==> src/rtl/mem_arb_pkg.sv <==
`default_nettype none
// mem_arb_pkg: state encoding and port indices shared by the memory port arbiter.
// Revision: 1.0
package mem_arb_pkg;

    typedef enum logic [2:0] {
        ST_IDLE    = 3'd0,
        ST_ADDR    = 3'd1,
        ST_WDATA   = 3'd2,
        ST_ACCESS  = 3'd3,
        ST_CAPTURE = 3'd4,
        ST_RELEASE = 3'd5
    } arb_state_t;

    localparam int PORT_CPU = 0;
    localparam int PORT_DMA = 1;

endpackage
`default_nettype wire

==> src/rtl/mem_port_arbiter_rr_arb2.sv <==
`default_nettype none
// rr_arb2: combinational two-way arbiter, fixed CPU priority or round-robin.
// Revision: 1.0
module rr_arb2
    import mem_arb_pkg::*;
#(
    parameter int CPU_PRIO = 1
) (
    input  logic [1:0] req_i,
    input  logic       rr_last_i,
    output logic [1:0] gnt_o
);

    always_comb begin
        gnt_o = 2'b00;
        if (req_i[PORT_CPU] && req_i[PORT_DMA]) begin
            // On a tie the CPU wins outright, or whenever the DMA port went last.
            if ((CPU_PRIO != 0) || rr_last_i) begin
                gnt_o[PORT_CPU] = 1'b1;
            end else begin
                gnt_o[PORT_DMA] = 1'b1;
            end
        end else if (req_i[PORT_CPU]) begin
            gnt_o[PORT_CPU] = 1'b1;
        end else if (req_i[PORT_DMA]) begin
            gnt_o[PORT_DMA] = 1'b1;
        end
    end

endmodule
`default_nettype wire

==> src/rtl/mem_port_arbiter.sv <==
`default_nettype none
// mem_port_arbiter: shares the MAR/MDR memory port between the CPU FSM and the DMA engine.
// Revision: 1.0
module mem_port_arbiter
    import mem_arb_pkg::*;
#(
    parameter int ADDR_W   = 16,
    parameter int DATA_W   = 16,
    parameter int TIMEOUT  = 255,
    parameter int CPU_PRIO = 1
) (
    input  logic              clk,
    input  logic              rst,
    input  logic [1:0]        req,
    input  logic [1:0]        we,
    input  logic [ADDR_W-1:0] addr0,
    input  logic [ADDR_W-1:0] addr1,
    input  logic [DATA_W-1:0] wdata0,
    input  logic [DATA_W-1:0] wdata1,
    output logic [1:0]        gnt,
    output logic [1:0]        done,
    output logic [1:0]        err,
    output logic [DATA_W-1:0] rdata,
    input  logic [DATA_W-1:0] bus_in,
    output logic [DATA_W-1:0] bus_out,
    output logic              bus_oe,
    output logic              LD_MAR,
    output logic              LD_MDR,
    output logic              MIO_EN,
    output logic              R_W,
    output logic              GateMDR,
    input  logic              R
);

    localparam int CNT_W = 16;

    arb_state_t        state_q, state_d;
    logic [1:0]        gnt_q, gnt_d;
    logic              we_q, we_d;
    logic [ADDR_W-1:0] addr_q, addr_d;
    logic [DATA_W-1:0] wdata_q, wdata_d;
    logic [DATA_W-1:0] rdata_q, rdata_d;
    logic              rr_last_q, rr_last_d;
    logic              wdone_q, wdone_d;
    logic [CNT_W-1:0]  cnt_q, cnt_d;
    logic [1:0]        win_gnt;
    logic              sel_dma;

    rr_arb2 #(
        .CPU_PRIO (CPU_PRIO)
    ) u_rr_arb2 (
        .req_i     (req),
        .rr_last_i (rr_last_q),
        .gnt_o     (win_gnt)
    );

    assign sel_dma = win_gnt[PORT_DMA];
    assign gnt     = gnt_q;

    always_ff @(posedge clk) begin
        if (rst) begin
            state_q   <= ST_IDLE;
            gnt_q     <= 2'b00;
            we_q      <= 1'b0;
            addr_q    <= '0;
            wdata_q   <= '0;
            rdata_q   <= '0;
            rr_last_q <= 1'b1;
            wdone_q   <= 1'b0;
            cnt_q     <= '0;
        end else begin
            state_q   <= state_d;
            gnt_q     <= gnt_d;
            we_q      <= we_d;
            addr_q    <= addr_d;
            wdata_q   <= wdata_d;
            rdata_q   <= rdata_d;
            rr_last_q <= rr_last_d;
            wdone_q   <= wdone_d;
            cnt_q     <= cnt_d;
        end
    end

    always_comb begin
        state_d   = state_q;
        gnt_d     = gnt_q;
        we_d      = we_q;
        addr_d    = addr_q;
        wdata_d   = wdata_q;
        rdata_d   = rdata_q;
        rr_last_d = rr_last_q;
        wdone_d   = 1'b0;
        cnt_d     = '0;
        bus_out   = '0;
        bus_oe    = 1'b0;
        LD_MAR    = 1'b0;
        LD_MDR    = 1'b0;
        MIO_EN    = 1'b0;
        R_W       = 1'b0;
        GateMDR   = 1'b0;
        done      = 2'b00;
        err       = 2'b00;
        rdata     = rdata_q;

        unique case (state_q)
            ST_IDLE: begin
                if (|req) begin
                    gnt_d     = win_gnt;
                    we_d      = sel_dma ? we[PORT_DMA] : we[PORT_CPU];
                    addr_d    = sel_dma ? addr1 : addr0;
                    wdata_d   = sel_dma ? wdata1 : wdata0;
                    rr_last_d = sel_dma;
                    state_d   = ST_ADDR;
                end
            end
            ST_ADDR: begin
                bus_out = DATA_W'(addr_q);
                bus_oe  = 1'b1;
                LD_MAR  = 1'b1;
                state_d = we_q ? ST_WDATA : ST_ACCESS;
            end
            ST_WDATA: begin
                bus_out = wdata_q;
                bus_oe  = 1'b1;
                LD_MDR  = 1'b1;
                state_d = ST_ACCESS;
            end
            ST_ACCESS: begin
                MIO_EN = 1'b1;
                R_W    = we_q;
                LD_MDR = ~we_q;
                cnt_d  = cnt_q + 1'b1;
                if (R) begin
                    wdone_d = we_q;
                    state_d = we_q ? ST_RELEASE : ST_CAPTURE;
                end else if ((TIMEOUT != 0) && (cnt_q == CNT_W'(TIMEOUT - 1))) begin
                    err     = gnt_q;
                    state_d = ST_RELEASE;
                end
            end
            ST_CAPTURE: begin
                // Bypass so the read value is already visible in the done cycle.
                GateMDR = 1'b1;
                rdata_d = bus_in;
                rdata   = bus_in;
                done    = gnt_q;
                state_d = ST_RELEASE;
            end
            ST_RELEASE: begin
                done    = wdone_q ? gnt_q : 2'b00;
                gnt_d   = 2'b00;
                state_d = ST_IDLE;
            end
            default: begin
                gnt_d   = 2'b00;
                state_d = ST_IDLE;
            end
        endcase
    end

endmodule
`default_nettype wire

==> config.mk <==
export PLATFORM = sky130hd
export DESIGN_NAME = mem_port_arbiter
export DESIGN_NICKNAME = d
export VERILOG_FILES = /design/src/rtl/mem_arb_pkg.sv /design/src/rtl/mem_port_arbiter_rr_arb2.sv /design/src/rtl/mem_port_arbiter.sv
export SDC_FILE = /design/constraint.sdc
export NUM_CORES = 1
export LEC_CHECK = 0
export CAP_MARGIN = 15
export CORE_ASPECT_RATIO = 1.75
export CORE_MARGIN = 2
export CORE_UTILIZATION = 43
export CTS_CLUSTER_DIAMETER = 120
export DETAILED_ROUTE_END_ITERATION = 7
export GPL_TIMING_DRIVEN = 0
export PLACE_DENSITY = 0.79
export SLEW_MARGIN = 40
export SYNTH_ARGS = -nofsm -noshare
export SYNTH_HDL_FRONTEND = slang
export SYNTH_SLANG_ARGS = --single-unit
==> constraint.sdc <==
create_clock -name clk -period 1.95 [get_ports clk]
set_input_delay 0.2925 -clock clk [delete_from_list [all_inputs] [get_ports clk]]
set_output_delay 0.2925 -clock clk [all_outputs]
set_load 0.02 [all_outputs]
==> metrics, run 1 <==
dpl cell area=~0.0047 mm^2; Final min period=1960 ps; Worst Skew=5.22 ps; Rows=42; Data required, critical path=1660 ps; Avg Cell Area, Syn=9.54 um^2; Synth top area share=a little over two fifths; global-route wire length before repair=between 15,000 and 20,000 um; failing checks=negative setup slack; Distinct cells, synth=between 40 and 50; DP Wirelength=approximately 7000 um; Slowest-stage cell, CP=dfxtp_2; reg-to-reg endpoint=state_q[1]; min setup slack post-route=-14.6 ps; Die Ht=between 100 and 150 um; Total GRT Usage=between 20% and 30%; highest achievable clock rate=0.509 GHz; Post-Synthesis Cell Area=0.00334 mm^2; fill count=just under 600; r2r setup slk=0 ps; critical path class=reg -> out; slew margin rel.=about 66%; core footprint=0.00757 mm^2; Warnings, synthesis=0; cells after synthesis=350; Power Dens Cells=811 mW/mm^2; fin nets=610; slew at the pin closest to its max-slew limit=503 ps; Post-synth EDFFs=0; critical path arrival=1670 ps; Post-synth top flop=dfxtp_1; Die Footprint=0.00852 mm^2; CTS tree=yes; final setup fails=4; Synth Net Count=about 440; drt via density=5.37; Initial Utilization=approximately 44%; DRC viols=0; share of layout cells above drive strength 1=26.7%; sequential area share after synthesis=42.5%; H-tree Lvls=3; Worst IR Drop VDD=0.536 mV; synth top area cells=dfxtp_1 (43%), mux2i_1 (9.9%), a211oi_1 (7.6%), nor2_1 (6.3%), a22o_1 (4.2%); Final Cell Area=0.00544 mm^2; Cell Chain, Critical Path=buf_6 > nor3b_4 > buf_4 > a22o_1 > clkdlybuf4s15_2; Critical Path End Type=output pin; Leak=2.31 nW; status=complete, but fails checks; DRT antenna net count=0; Crit Reg-Reg Startpoint=cnt_q[0]; ANT cells=0; Stages on worst setup path=5; I/O Pins=131; Yosys top cell by area=dfxtp_1; max cap viols=0; post-layout util=a little under three quarters; Total Wirelength=between 10,000 and 15,000 um; setup tns final=-30.3 ps; pin count of the biggest net entering global routing=11; total number of vias=3,288; Sink Count=71; clk root buf=clkbuf_16; #FFs+latches synth=71; Pins Over Slew Limit=0; vias in the first global route=3,284; detailed router's first-iteration violation count=191; wire per inst=16.4 um; critical path's top delay family=buffers and inverters; DRT Pass-1 Iters=5; GPL Wtd Cong=around 0.82; count leader, synth=dfxtp_1; synth cell count leaders=dfxtp_1 (71), nor2_1 (56), a211oi_1 (34); cts bufs inserted=9; worst hold margin=between 300 and 400 ps; clk slew on worst S/H paths=50 ps; I/O Buffers=roughly 130; RSZ-0062 raised after global routing=yes; HP Class=in -> reg; CTS max path bufs=2; GR Overflow Total=0; worst setup path start=state_q[1]; WP buf/inv=3; Critical Path Max Stage Delay=320 ps; initial antenna violation count=0; die width=70.6 um; synthesis-to-finish area growth=62.8%; Reg2Reg Depth=12; final hold violation count=0; Period Utilization, post-route=101%; Worst Setup Start Kind=flip-flop; Crit Path Max Fanout=7; CP endpoint=bus_out[9]; clk_lat worst skew=340 ps; asr flop ratio synth=0%
[timing repair]
| item | 4_1_cts | 5_1_grt |
|---|---|---|
| hold endpoints to repair | 0 | 0 |
| buffers inserted | 17 | 13 |
| pin swaps | 7 | 8 |
| endpoints found under the setup margin | 42 | 37 |
| cloned | 1 | 1 |
| hold buffers | 0 | 0 |
| resized for setup | 174 | 72 |
[power by group]
part           internal (W)  total (W)  leakage, nW  switching, W
clock network      0.000914    0.00150        0.132      0.000585
logic              0.000612    0.00124         1.59      0.000624
registers           0.00159    0.00168        0.586     0.0000823
[layout make-up]
class                      count  area (um^2)  area share, %
buffer                        26          183           3.36
clock buffer                  13          260           4.78
clock inverter                 1         5.00         0.0920
inverter                       7         31.3          0.575
multi-input combinational    246         1870           34.3
sequential                    71         1440           26.5
tap                           88          110           2.02
timing repair buffer         160         1540           28.3
[worst min path at each step]
stage / start / endpoint / slack (ps) / cells after the start
3_3_place_gp: we_q / wdone_q / 470 / 2
5_1_grt: rst / rdata_q[1] / 380 / 2
4_1_cts: rst / rdata_q[2] / 360 / 2
6_report: rst / rdata_q[3] / 370 / 2
2_1_floorplan: R / wdone_q / 410 / 2
3_5_place_dp: we_q / wdone_q / 480 / 2
[metal layers]
metal	track usage, %	vias up	routed length, um
met5	0	-	0
met4	9.32	0	281
met3	7.00	24	615
met2	44.4	132	5640
met1	22.8	1548	3490
li1	-	1584	-
[per-stage QoR]
step | std cells | total power, W | setup slack (ps)
2_1_floorplan | 350 | 0.00232 | 243
3_3_place_gp | 567 | 0.00280 | -511
3_5_place_dp | 567 | 0.00282 | -530
4_1_cts | 599 | 0.00434 | -91.7
5_1_grt | 612 | 0.00459 | -82.9
6_report | 612 | 0.00441 | -14.6
[kinds of logic after synthesis]
| logic type | after synthesis | synth area share, % |
|---|---|---|
| fa+ha+maj | 2 | 0.749 |
| flops | 71 | 42.5 |
| simple gates | 118 | 18.0 |
| xor+xnor | 13 | 3.41 |
| buf+inv | 33 | 5.17 |
| compound gates | 63 | 14.5 |
| mux | 50 | 15.6 |
[sequential cells by signal, indices dropped and copies added (netlist names)]
name and cells:
gnt 2, wdone_q 1, we_q 1, wdata_q 16, cnt_q 16, rdata_q 16, addr_q 16, state_q 3
[worst reg2reg max path: cells and delay by family, from the launching register on]
kind / cells / cell delay, ps
simple gates: 3 / 420
flops: 1 / 350
fa+ha+maj: 1 / 110
compound gates: 1 / 140
buf+inv: 7 / 810
[placed cells by master (no fill, tap or decap), types with 5 or more instances in the layout]
cell type        synthesis  routed
clkdlybuf4s15_2          0       5
buf_4                    6      30
xor2_1                   7       7
clkbuf_16                0      10
a22o_1                  16      16
a211oi_1                34      33
clkdlybuf4s50_1          0      87
nor2_1                  56      56
nor2b_1                 16      16
mux2_4                   0      16
clkbuf_1                 6       8
buf_2                   13      18
dfxtp_1                 71      63
buf_6                    1      30
mux2i_1                 33      33
nand2_1                  8       7
xnor2_1                  6       6
nand3_1                  8       8
Power figures use the tool's default switching activity.
==> inputs of run 2 (changes only) <==
- clock period: 1.95 -> 1.9 ns (I/O delays scaled with it)
==> metrics, run 2 (synthesis results as in run 1) <==
Worst IR Drop VDD=0.559 mV; Initial Utilization=44.1%; max cap viols=0; Placed Cells=567; final hold violation count=0; GPL Wtd Cong=0.819; Seq pwr share=38.1%; Sink Count=71; Final Cell Area=between 0.005 and 0.006 mm^2; critical path's top delay family=buffers and inverters; register area=0.00144 mm^2; Worst Setup Start Kind=flip-flop; Leak=2.27 nW; Reg2Reg Depth=11; setup tns final=-674 ps; fin nets=approximately 600; Worst Skew=roughly 4 ps; Int Power=0.00321 W; Data required, critical path=1620 ps; clk root buf=clkbuf_16; vias in the first global route=3,287; DRT Pass-1 Iters=4; RSZ-0062 raised after global routing=yes; Total Wirelength=9850 um; Final min period=1950 ps; GR Overflow Total=0; final instance count without filler cells=605; most frequent cells in the layout=clkdlybuf4s50_1 (87), dfxtp_1 (64), nor2_1 (56); synthesis-to-finish area growth=59.7%; final setup fails=17; pin count of the biggest net entering global routing=11; Slowest-stage cell, CP=mux2_4; Pins Over Slew Limit=0; Die Ht=approximately 120 um; I/O Buffers=129; area of the multi-input gates=0.00186 mm^2; I/O Pins=131; Power Dens Cells=848 mW/mm^2; commonest non-fill, non-tap cell in the layout=clkdlybuf4s50_1; Total GRT Usage=23.2%; HP Class=in -> reg; WP buf/inv=4; dpl cell area=0.00474 mm^2; Critical Path Max Stage Delay=310 ps; CTS max path bufs=2; Period Utilization, post-route=102%; global-route wire length before repair=roughly 16,000 um; clk_lat worst skew=between 300 and 400 ps; Stages on worst setup path=7; Critical Path End Type=output pin; combinational power share=28.0%; ANT cells=0; highest achievable clock rate=between 0.5 and 0.6 GHz; DRT antenna net count=0; failing checks=negative setup slack; crit-path most repeated cell=buf_6; sw frac=29.1%; Cell Chain, Critical Path=buf_6 > nor2_4 > nand2_2 > inv_4 > buf_12 > mux2_4 > buf_6; status=complete, but fails checks; fill count=a little over 600; cts bufs inserted=9; clk slew on worst S/H paths=50 ps; Crit Path Max Fanout=8; initial antenna violation count=0; share of layout cells above drive strength 1=25.9%; drt via density=5.38; Min-Delay Path Depth=2; critical path arrival=~1700 ps; DRC viols=0; CTS tree=yes; H-tree Lvls=3; die width=70.6 um; detailed router's first-iteration violation count=175; core footprint=between 0.007 and 0.008 mm^2; cts hold-fix bufs=0; critical path class=reg -> out; total number of vias=3,252; Die Footprint=between 0.008 and 0.009 mm^2; Rows=42; slew at the pin closest to its max-slew limit=between 500 and 600 ps; Psw=0.00131 W; slew margin rel.=66.5%; wire per inst=16.3 um; min setup slack post-route=-47.0 ps; DP Wirelength=7030 um; clock share of power=around a third
[run 2: cell types whose count changed in the layout (fill, tap and decap cells not counted), sizes merged]
cell and change:
clkbuf +3, clkdlybuf4s15 -6, dlygate4sd2 -2, buf -2
[run 2: final timing paths]
kind / from / end / slack, ps
hold / removal: rst / rdata_q[3] / 360
hold reg to reg: wdata_q[2] / wdata_q[2] / 500
setup reg to reg: cnt_q[0] / state_q[1] / 60
setup / recovery: state_q[0] / rdata[4] / -50
[run 2: worst register-to-register path: cells and delay by family (launching register included)]
family	cells	cell delay, ps
compound gates	1	130
fa+ha+maj	1	110
buf+inv	6	730
flops	1	350
simple gates	3	390
[run 2: what timing repair did]
| action | 4_1_cts | 5_1_grt |
|---|---|---|
| cloned | 1 | 1 |
| buffers inserted | 16 | 7 |
| endpoints found under the setup margin | 42 | 38 |
| resized for setup | 175 | 79 |
| pin swaps | 6 | 6 |
[run 2: metrics by stage]
step	total power, W	util, %	setup slack [ps]	hold WS (ps)
2_1_floorplan	0.00238	-	196	406
3_3_place_gp	0.00287	62.7	-553	468
3_5_place_dp	0.00289	62.7	-572	476
4_1_cts	0.00445	67.4	-134	350
5_1_grt	0.00471	70.5	-94.5	367
6_report	0.00452	70.5	-47.0	356
[run 2: power groups by stage]
stage	Clock, W	Combinational (W)	Sequential, W
finish	0.00153	0.00127	0.00172
global placement	0	0.00113	0.00174
floorplan	0	0.000644	0.00173
detailed placement	0	0.00114	0.00175
CTS	0.00155	0.00119	0.00172
global route	0.00161	0.00137	0.00174
[run 2: cell type report]
| type | instances | share of cell area (%) |
|---|---|---|
| buffer | 26 | 3.42 |
| clock buffer | 13 | 4.88 |
| clock inverter | 1 | 0.0938 |
| inverter | 7 | 0.586 |
| multi-input combinational | 246 | 34.8 |
| sequential | 71 | 26.9 |
| tap | 88 | 2.06 |
| timing repair buffer | 153 | 27.2 |
[run 2: routing by layer]
layer  track usage (%)  vias to the layer above  part of all wire, %
met5                 0                        -                    0
met4              8.84                        0                  2.7
met3              6.75                       22                  5.7
met2              44.9                      118                   56
met1              22.6                     1533                   36
li1                  -                     1579                    -
==> inputs of run 3 (changes only) <==
- CAP_MARGIN: 15 -> 0
- CTS_BUF_LIST: unset -> sky130_fd_sc_hd__clkbuf_4
==> metrics, run 3 (synthesis results as in run 1) <==
final setup fails=36; Initial Utilization=around 44%; Leak=between 2 and 2.5 nW; Sink Count=71; Cell Chain, Critical Path=nor3b_4 > buf_6 > buf_6 > a22o_1 > buf_6; I/O Buffers=around 130; GR Overflow Total=0; I/O Pins=approximately 130; detailed router's first-iteration violation count=168; dpl cell area=approximately 0.0047 mm^2; clk_lat worst skew=440 ps; failing checks=negative setup slack; Seq pwr share=~46%; Total Wirelength=9830 um; critical path class=reg -> out; Period Utilization, post-route=107%; fin nets=608; sw frac=between 30% and 40%; Psw=approximately 0.0012 W; Reg2Reg Depth=11; max cap viols=0; setup tns final=-3320 ps; Crit Reg-Reg Startpoint=cnt_q[0]; wire per inst=16.1 um; Pins Over Slew Limit=0; Hold EP=rdata_q[3]; clk root buf=clkbuf_4; synthesis-to-finish area growth=59.3%; slew margin rel.=around two thirds; global-route wire length before repair=15,700 um; Final min period=2030 ps; Data required, critical path=1620 ps; Slowest-stage cell, CP=dfxtp_4; pin count of the biggest net entering global routing=11; Worst IR Drop VDD=0.538 mV; Critical Path End Type=output pin; vias in the first global route=3,387; Power Dens Cells=a little over 700 mW/mm^2; Final Cell Area=between 0.005 and 0.006 mm^2; Placement Setup Slack=-572 ps; GPL Wtd Cong=0.819; share of layout cells above drive strength 1=27.6%; status=complete, but fails checks; Worst Skew=~10 ps; HP Class=in -> reg; ANT cells=0; Critical Path Max Stage Delay=440 ps; DP Wirelength=7030 um; core footprint=0.00757 mm^2; worst hold margin=between 200 and 250 ps; total number of vias=3,221; DRT antenna net count=0; CTS max path bufs=2; min setup slack post-route=-130 ps; r2r setup slk=roughly 90 ps; Int Power=0.00258 W; Worst Setup Start Kind=flip-flop; die width=70.6 um; commonest non-fill, non-tap cell in the layout=clkdlybuf4s50_1; most frequent cells in the layout=clkdlybuf4s50_1 (86), dfxtp_1 (62), nor2_1 (56); crit-path most repeated cell=buf_6; DRT Pass-1 Iters=4; initial antenna violation count=0; critical path arrival=roughly 1700 ps; Die Footprint=0.00852 mm^2; CTS tree=yes; final hold violation count=0; Total GRT Usage=23.6%; clk slew on worst S/H paths=110 ps; reg-to-reg endpoint=state_q[2]; Die Ht=121 um; highest achievable clock rate=0.493 GHz; drt via density=5.28; slew at the pin closest to its max-slew limit=498 ps; Hold Startpoint=rst; Crit Path Max Fanout=8; cts hold-fix bufs=0; RSZ-0062 raised after global routing=yes; clock share of power=20.4%; cts bufs inserted=9; Rows=42; Min-Delay Path Depth=2; H-tree Lvls=3; DRC viols=0; combinational power share=33.8%
==> run 3: area by class of cell <==
cell class | instances | area [um^2]
multi-input combinational | 246 | 1860
timing repair buffer | 160 | 1620
clock buffer | 11 | 82.6
tap | 88 | 110
clock inverter | 3 | 12.5
buffer | 24 | 160
sequential | 71 | 1450
inverter | 7 | 31.3
fill | 617 | 2250
==> run 3: layer usage <==
metal	routed length [um]	vias up	track usage, %
li1	-	1587	-
met1	3460	1506	24.0
met2	5530	107	43.3
met3	516	21	6.17
met4	319	0	12.3
met5	0	-	0
==> run 3: power by group through the flow <==
| stage | sequential, W | clock (W) | combinational, W |
|---|---|---|---|
| 4_1_cts | 0.00173 | 0.000792 | 0.00127 |
| 5_1_grt | 0.00176 | 0.000854 | 0.00139 |
| 3_3_place_gp | 0.00174 | 0 | 0.00113 |
| 2_1_floorplan | 0.00173 | 0 | 0.000644 |
| 6_report | 0.00174 | 0.000778 | 0.00129 |
| 3_5_place_dp | 0.00175 | 0 | 0.00114 |
==> run 3: what timing repair did <==
item | in CTS | in global routing
pin swaps | 11 | 7
gates cloned | 3 | 0
gates resized for setup | 275 | 24
setup endpoints to repair | 42 | 44
endpoints found under the hold margin | 0 | 0
buffers inserted | 24 | 5
==> run 3: critical path, delay by kind of cell, from the launching register on <==
family | cells | cell delay [ps]
flops | 1 | 440
buf+inv | 3 | 390
simple gates | 1 | 300
compound gates | 1 | 170
==> run 3: worst max path at each step <==
stage	startpoint	end	slack, ps	cells past startpoint
2_1_floorplan	state_q[0]	rdata_q[14]	200	7
3_3_place_gp	state_q[0]	bus_out[14]	-550	5
3_5_place_dp	state_q[1]	LD_MDR	-570	5
4_1_cts	state_q[0]	rdata[3]	-160	7
5_1_grt	state_q[2]	err[1]	-240	6
6_report	state_q[1]	bus_out[9]	-130	5
==> run 3: per-stage QoR <==
step	util [%]	instances	power (W)
floorplan	-	350	0.00238
global placement	62.7	567	0.00287
detailed placement	62.7	567	0.00289
CTS	69.5	607	0.00379
global route	70.3	610	0.00400
finish	70.3	610	0.00381
